$ cat src/rtl/dual_edge_register.sv
// Double-data-rate capture register: samples data_i on both clk_i edges.
// Two XOR-coded banks let data_o follow the latest capture without a clock-driven mux.
module dual_edge_register #(
  parameter int WIDTH = 8
) (
  input  logic             clk_i,
  input  logic             arst_ni,
  input  logic             en_i,
  input  logic [WIDTH-1:0] data_i,
  output logic [WIDTH-1:0] data_o
);

  logic [WIDTH-1:0] pos_q, pos_d;
  logic [WIDTH-1:0] neg_q, neg_d;

  // Each bank stores data XOR the opposite bank, so pos_q ^ neg_q yields the value just captured.
  always_comb begin
    pos_d = pos_q;
    neg_d = neg_q;
    if (en_i) begin
      pos_d = data_i ^ neg_q;
      neg_d = data_i ^ pos_q;
    end
  end

  always_ff @(posedge clk_i or negedge arst_ni) begin
    if (!arst_ni) begin
      pos_q <= '0;
    end else begin
      pos_q <= pos_d;
    end
  end

  always_ff @(negedge clk_i or negedge arst_ni) begin
    if (!arst_ni) begin
      neg_q <= '0;
    end else begin
      neg_q <= neg_d;
    end
  end

  assign data_o = pos_q ^ neg_q;

endmodule

$ cat config.mk
export PLATFORM = sky130hd
export DESIGN_NAME = dual_edge_register
export DESIGN_NICKNAME = d
export VERILOG_FILES = /design/src/rtl/dual_edge_register.sv
export SDC_FILE = /design/constraint.sdc
export NUM_CORES = 1
export LEC_CHECK = 0
export BUFFER_PORTS_ARGS = -buffer_cell sky130_fd_sc_hd__buf_2
export CORE_UTILIZATION = 55
export DETAILED_ROUTE_END_ITERATION = 6
export HOLD_SLACK_MARGIN = 0.08
export PLACE_DENSITY = 0.81
export SLEW_MARGIN = 10
export SYNTH_ARGS = -nofsm -noshare
export SYNTH_HDL_FRONTEND = slang
export SYNTH_SLANG_ARGS = --single-unit
$ cat constraint.sdc
create_clock -name clk_i -period 1.7 [get_ports clk_i]
set_clock_uncertainty 0.05 [all_clocks]
set_input_delay 0.17 -clock clk_i [delete_from_list [all_inputs] [get_ports clk_i]]
set_output_delay 0.17 -clock clk_i [all_outputs]
set_load 0.03 [all_outputs]
==> flow_summary.toml, run 1 <==
[outcome]
outcome = "did not finish"
error = "[ERROR DPL-0038] Utilization greater than 100%, impossible to legalize"
stop_stage = "clock tree synthesis"

[placed_design]
dp_hpwl_um = 1723
io_buffer_count = 18
gp_congestion = 0.7329
dp_cells = 126
placed_area_um2 = 1289
place_ws_ns = -0.2191

[synth]
synth_flop_cell = "dfrtp_1"
synth.largest_area_cell = "dfrtn_1"
synth_edf_count = 0
synth_compound_area_frac = 0.1606
yosys.area.top_type_share = 0.2424
synth_xor_area_frac = 0.2545
yosysSeqAreaShare = 0.4848
synthMuxAreaShare = 0
avgSynthCellArea_um2 = 11.01
yosysUniqueCellTypes = 8
synth_commonest_cells = "16 x nor2_1, 16 x xnor2_1, 14 x a21oi_2"
synthAdderAreaFrac = 0
synthTopCellsByArea = "dfrtn_1 24%, dfrtp_1 24%, xnor2_1 17%, a21oi_2 15%, xor2_1 8.5%"
ys_seq_elements = 16
syn_nets = 86
yosysWarnings = 0
netlist_area_um2 = 825.8
ys_async_sr_fraction = 1.000
synth-simple-area-share = 0.07273
synth_cells = 75
synth_top_family_by_area = "XOR/XNOR gates"

[floorplanning]
start_util = 0.6117
die_w_um = 40.75
pin_count = 19
rows = 13
dieHeight_um = 40.75

[clock_tree]
ctsResizeCount = 33
clock-sinks = 16
cts_root_buf = "clkbuf_4"
cts_htree_levels = 1
cts_setup_buffers = 14
clockBufferDepth = 2
cts_buffers = 3
ctsHoldBuffers = 1
[metrics by stage]
step,setup TNS (ns),hold slack [ns],utilization
2_1_floorplan,-1.538,-0.1756,-
3_3_place_gp,-2.563,0.05081,0.9546
3_5_place_dp,-3.107,0.04986,0.9546
[cell families after synthesis]
group,count (synthesis)
simple gates,16
compound gates,16
flops,16
buf+inv,3
xor+xnor,24
==> run 2: changes to the inputs <==
--- a/config.mk
+++ b/config.mk
@@ -6,10 +6,10 @@
 export NUM_CORES = 1
 export LEC_CHECK = 0
 export BUFFER_PORTS_ARGS = -buffer_cell sky130_fd_sc_hd__buf_2
-export CORE_UTILIZATION = 55
+export CORE_AREA = 2 2 63 65
 export DETAILED_ROUTE_END_ITERATION = 6
-export HOLD_SLACK_MARGIN = 0.08
-export PLACE_DENSITY = 0.81
+export DIE_AREA = 0 0 65 67
+export PLACE_DENSITY_LB_ADDON = 0.15
 export SLEW_MARGIN = 10
 export SYNTH_ARGS = -nofsm -noshare
 export SYNTH_HDL_FRONTEND = slang
==> run 2 against run 1 <==
  * The flow now finishes, with violations (negative setup slack)
  * Synthesized cell count unchanged
  * Area after synthesis unchanged
==> flow_summary.toml, run 2 <==
[outcome]
outcome = "finished with violations"
violations = "negative setup slack"

[synth]
yosysSeqAreaShare = 0.4848
ys_seq_elements = 16
synth_edf_count = 0
yosysUniqueCellTypes = 8
netlist_area_um2 = 825.8
ys_async_sr_fraction = 1.000
synth_flop_cell = "dfrtp_1"
synthTopCellsByArea = "dfrtn_1 24%, dfrtp_1 24%, xnor2_1 17%, a21oi_2 15%, xor2_1 8.5%"
synth_cells = 75
syn_nets = 86
avgSynthCellArea_um2 = 11.01
yosys.area.top_type_share = 0.2424
synth_commonest_cells = "16 x nor2_1, 16 x xnor2_1, 14 x a21oi_2"
yosysWarnings = 0
synth.largest_area_cell = "dfrtn_1"

[worst_hold_path]
hp-class = "input port to flop"
worstHoldPathCells = 3

[setup_path]
critPathMaxFanout = 2
worst_r2r_path_depth = 4
start_kind = "flop"
arrival_ns = 1.92
cp-end-kind = "primary output"
path_class = "flop to primary output"
required_ns = 1.48

[placed_design]
io_buffer_count = 18
dp_cells = 158
dp_hpwl_um = 1202
place_ws_ns = -0.2263
gp_congestion = 0.6531

[power_and_ir_drop]
switching_share = 0.3693
power.sequential.fraction = 0.285
p_sw_mw = 0.7813
p_leak_nw = 0.6468
p_int_mw = 1.334
peakVddDrop_mv = 0.5420
p_clk_frac = 0.161
p_comb_frac = 0.553
p_per_area_nw_per_um2 = 1377

[clock_tree]
cts_htree_levels = 1
cts_buffers = 3
clk-insertion-delay-late_ns = 0.27
cts.reportedPaths.clkPinSlew_ns = 0.07
cts_root_buf = "clkbuf_8"
tritoncts = "yes"
clock-sinks = 16
clockBufferDepth = 2

[timing]
rsz0062_at_grt = "true"
setup_ws_ns = -0.4447
worst_slew_pin_slew_ns = 0.5568
max_slew_margin = 0.6288
maxSlewViolCount = 0
setup_tns_ns = -4.791
final-hold-violation-count = 0
setup_viol = 17

[drt]
wl_per_cell_um = 10.43
vias_per_cell = 3.898
drt-initial-drc-count = 9
vias = 651
wl_um = 1741
drt_first_pass_iters = 3
drc = 0
ant_nets = 0

[layout]
fillers = 357
area_growth_syn_to_layout_pct = 86.06
fin_nets = 131
layout_commonest_cell = "buf_4"
num_antenna_cells = 0
utilization = 0.4261
mostFrequentLayoutCells = "17 x buf_4, 16 x nor2_1, 15 x buf_6"
stdcell_count = 167
final_layout_size_suffix_gt1_frac = 0.7311
largest_registers = "neg_q (8), pos_q (8)"

[floorplanning]
die_w_um = 65
die-area_um2 = 4355
rows = 22
pin_count = 19
dieHeight_um = 67
coreArea_um2 = 3606
start_util = 0.2290

[global_route]
grt_max_degree = 27
antenna_found_initial = 0
overflow = 0
gr-usage-all-layers = 0.09426
grt_pass1_vias = 711
grt_pass1_wl_um = 3056

[job]
cap_violations = 0
[run 2: cell counts after synthesis]
Identical to the previous run, type by type.
[run 2: power groups by stage]
stage / clock [mW] / combinational [mW] / sequential (mW)
3_3_place_gp: 0 / 0.923 / 0.602
5_1_grt: 0.377 / 1.24 / 0.617
6_report: 0.341 / 1.17 / 0.604
2_1_floorplan: 0 / 0.572 / 0.671
3_5_place_dp: 0 / 0.933 / 0.605
4_1_cts: 0.359 / 1.12 / 0.600
[run 2: per-stage QoR]
| step | power [mW] | cell area, µm² | hold WS, ns |
|---|---|---|---|
| 6_report | 2.115 | 1536 | 0.1947 |
| 3_5_place_dp | 1.538 | 1297 | 0.07459 |
| 2_1_floorplan | 1.243 | 1020 | -0.1756 |
| 3_3_place_gp | 1.525 | 1297 | 0.06843 |
| 5_1_grt | 2.238 | 1536 | 0.1931 |
| 4_1_cts | 2.079 | 1469 | 0.1881 |
[run 2: worst max-delay path, stage by stage (launching register included)]
cell and delay [ns]:
dfrtn_1 0.51, xor2_4 0.16, buf_6 0.14
[run 2: layout make-up]
type | count | area [µm²] | area share
timing repair buffer | 43 | 356.6 | 0.2321
multi-input combinational | 56 | 658.1 | 0.4283
sequential | 16 | 406.6 | 0.2647
clock buffer | 4 | 55.05 | 0.03583
tap | 48 | 60.06 | 0.03909
[run 2: cells by family after synthesis]
logic type / count (synthesis) / share of synthesized area
AO/OA/AOI/OAI: 16 / 0.1606
buffers and inverters: 3 / 0.02727
XOR/XNOR: 24 / 0.2545
flip-flops: 16 / 0.4848
AND/OR/NAND/NOR: 16 / 0.07273
[run 2: routing by layer]
layer	global-route usage	vias to the layer above	wire (µm)
met5	0	-	0
met4	0.03191	0	27
met3	0.03041	2	68
met2	0.1662	15	929
met1	0.1070	311	716
li1	-	323	-
[run 2: repair_timing]
item / in CTS / in global routing
gates cloned: 0 / 0
buffers inserted: 2 / 5
gates resized for setup: 24 / 8
hold buffers: 1 / 0
endpoints found under the hold margin: 8 / 0
pin swaps: 6 / 7
endpoints found under the setup margin: 18 / 24
[run 2: final timing paths]
check / slack [ns] / start / to
min in group asynchronous: 0.31 / arst_ni / pos_q[3]
max: -0.44 / neg_q[7] / data_o[7]
min reg2reg: 0.64 / neg_q[1] / neg_q[1]
max reg2reg: -0.21 / neg_q[4] / pos_q[4]
max in group asynchronous: 0.26 / arst_ni / neg_q[7]
min: 0.19 / data_i[3] / pos_q[3]
No activity file was read; power rests on OpenSTA's default activity.
==> run 3: changes to the inputs <==
--- a/config.mk
+++ b/config.mk
@@ -5,10 +5,10 @@
 export SDC_FILE = /design/constraint.sdc
 export NUM_CORES = 1
 export LEC_CHECK = 0
-export BUFFER_PORTS_ARGS = -buffer_cell sky130_fd_sc_hd__buf_2
 export CORE_AREA = 2 2 63 65
 export DETAILED_ROUTE_END_ITERATION = 6
 export DIE_AREA = 0 0 65 67
+export DONT_BUFFER_PORTS = 1
 export PLACE_DENSITY_LB_ADDON = 0.15
 export SLEW_MARGIN = 10
 export SYNTH_ARGS = -nofsm -noshare
==> run 3 against run 2 <==
  * The flow still finishes with violations (negative setup slack)
  * Register-to-register slack worse by 0.08 ns
  * Cell count down 14%
  * Combinational power down 22%
  * Largest cell class unchanged
  * Largest power group unchanged
==> flow_summary.toml, run 3 (synthesized netlist as in run 2, its figures left out) <==
[outcome]
outcome = "finished with violations"
violations = "negative setup slack"

[clock_tree]
tritoncts = "yes"
cts_buffers = 3
cts_htree_levels = 1
cts.reportedPaths.clkPinSlew_ns = 0.07
clk-insertion-delay-late_ns = 0.26
clock-sinks = 16
clockBufferDepth = 2
cts_root_buf = "clkbuf_8"

[global_route]
overflow = 0
grt_pass1_vias = 622
grt_pass1_wl_um = 3029
antenna_found_initial = 0
gr-usage-all-layers = 0.09694
grt_max_degree = 26

[setup_path]
path_class = "flop to primary output"
worstPathCellList = "xor2_4"
crit_family = "flip-flops"
max_stage_delay_ns = 0.52
critPathMaxFanout = 3
slowest_stage = "dfrtn_1"
required_ns = 1.48
arrival_ns = 1.92
path_buf_inv = 0
start_kind = "flop"
cp-end-kind = "primary output"

[power_and_ir_drop]
p_leak_nw = 0.5359
p_per_area_nw_per_um2 = 1365
peakVddDrop_mv = 0.4209

[floorplanning]
start_util = 0.2290
die-area_um2 = 4355
die_w_um = 65
coreArea_um2 = 3606
rows = 22
dieHeight_um = 67
pin_count = 19

[drt]
vias_per_cell = 3.903
vias = 562
drc = 0
wl_per_cell_um = 12.53
wl_um = 1805
ant_nets = 0
drt_first_pass_iters = 3
drt-initial-drc-count = 15

[layout]
largest_registers = "neg_q (8), pos_q (8)"
mostFrequentLayoutCells = "16 x nor2_1, 14 x xnor2_2, 14 x a21oi_2"
fin_nets = 108
area_growth_syn_to_layout_pct = 65.30
fillers = 361
final_layout_size_suffix_gt1_frac = 0.6563
layout_commonest_cell = "nor2_1"
num_antenna_cells = 0
utilization = 0.3786

[timing]
max_slew_margin = 0.6304
final-hold-violation-count = 0
rsz0062_at_grt = "true"
setup_viol = 16
hold-worst-slack_ns = 0.01938
maxSlewViolCount = 0
setup_ws_ns = -0.4376
worst_slew_pin_slew_ns = 0.5526

[placed_design]
place_ws_ns = -0.1878
dp_hpwl_um = 1036
gp_congestion = 0.6122
io_buffer_count = 0

[job]
cap_violations = 0

[worst_hold_path]
hp-class = "input port to flop"
==> run 3: final timing paths <==
| kind | startpoint | endpoint | slack [ns] | depth (start not counted) |
|---|---|---|---|---|
| min | en_i | pos_q[7] | 0.02 | 2 |
| min in group asynchronous | arst_ni | pos_q[7] | 0.25 | 1 |
| max in group asynchronous | arst_ni | pos_q[1] | 1.01 | 1 |
| min reg2reg | neg_q[0] | neg_q[0] | 0.57 | 2 |
| max | neg_q[0] | data_o[0] | -0.44 | 1 |
| max reg2reg | neg_q[3] | pos_q[3] | -0.29 | 4 |
==> run 3: what timing repair did <==
item / CTS / global route
resized for setup: 13 / 5
hold endpoints to repair: 16 / 0
pin swaps: 8 / 11
cloned: 0 / 0
setup endpoints to repair: 18 / 20
buffers inserted: 7 / 5
hold buffers: 2 / 0
==> run 3: power by group <==
group / switching [mW] / internal [mW]
Combinational: 0.452 / 0.465
Sequential: 0.126 / 0.483
Clock: 0.133 / 0.205
Total: 0.711 / 1.15
==> run 3: layer usage <==
layer / wire, µm / track usage / vias up
met5: 0 / 0 / -
met4: 27 / 0.06383 / 0
met3: 82 / 0.02196 / 2
met2: 852 / 0.1340 / 13
met1: 843 / 0.1335 / 268
li1: - / - / 279
==> run 3: final cells by class <==
| cell class | count | area (µm²) | area share |
|---|---|---|---|
| multi-input combinational | 56 | 658.1 | 0.4821 |
| sequential | 16 | 406.6 | 0.2979 |
| timing repair buffer | 20 | 185.2 | 0.1357 |
| tap | 48 | 60.06 | 0.04400 |
| clock buffer | 4 | 55.05 | 0.04033 |
==> run 3: metrics by stage <==
| stage | area, µm² | TNS, ns | power [mW] | instances |
|---|---|---|---|---|
| detailed placement | 1117 | -1.936 | 1.355 | 128 |
| CTS | 1320 | -4.844 | 1.850 | 141 |
| global route | 1365 | -5.390 | 1.979 | 144 |
| floorplan | 1020 | -1.538 | 1.243 | 75 |
| finish | 1365 | -4.779 | 1.863 | 144 |
| global placement | 1117 | -1.840 | 1.345 | 128 |
==> run 3: worst register-to-register path: cells and delay by family (launching register included) <==
family          cells  cell delay [ns]
compound gates      1             0.07
xor+xnor            1             0.11
buf+inv             2             0.24
flops               1             0.51
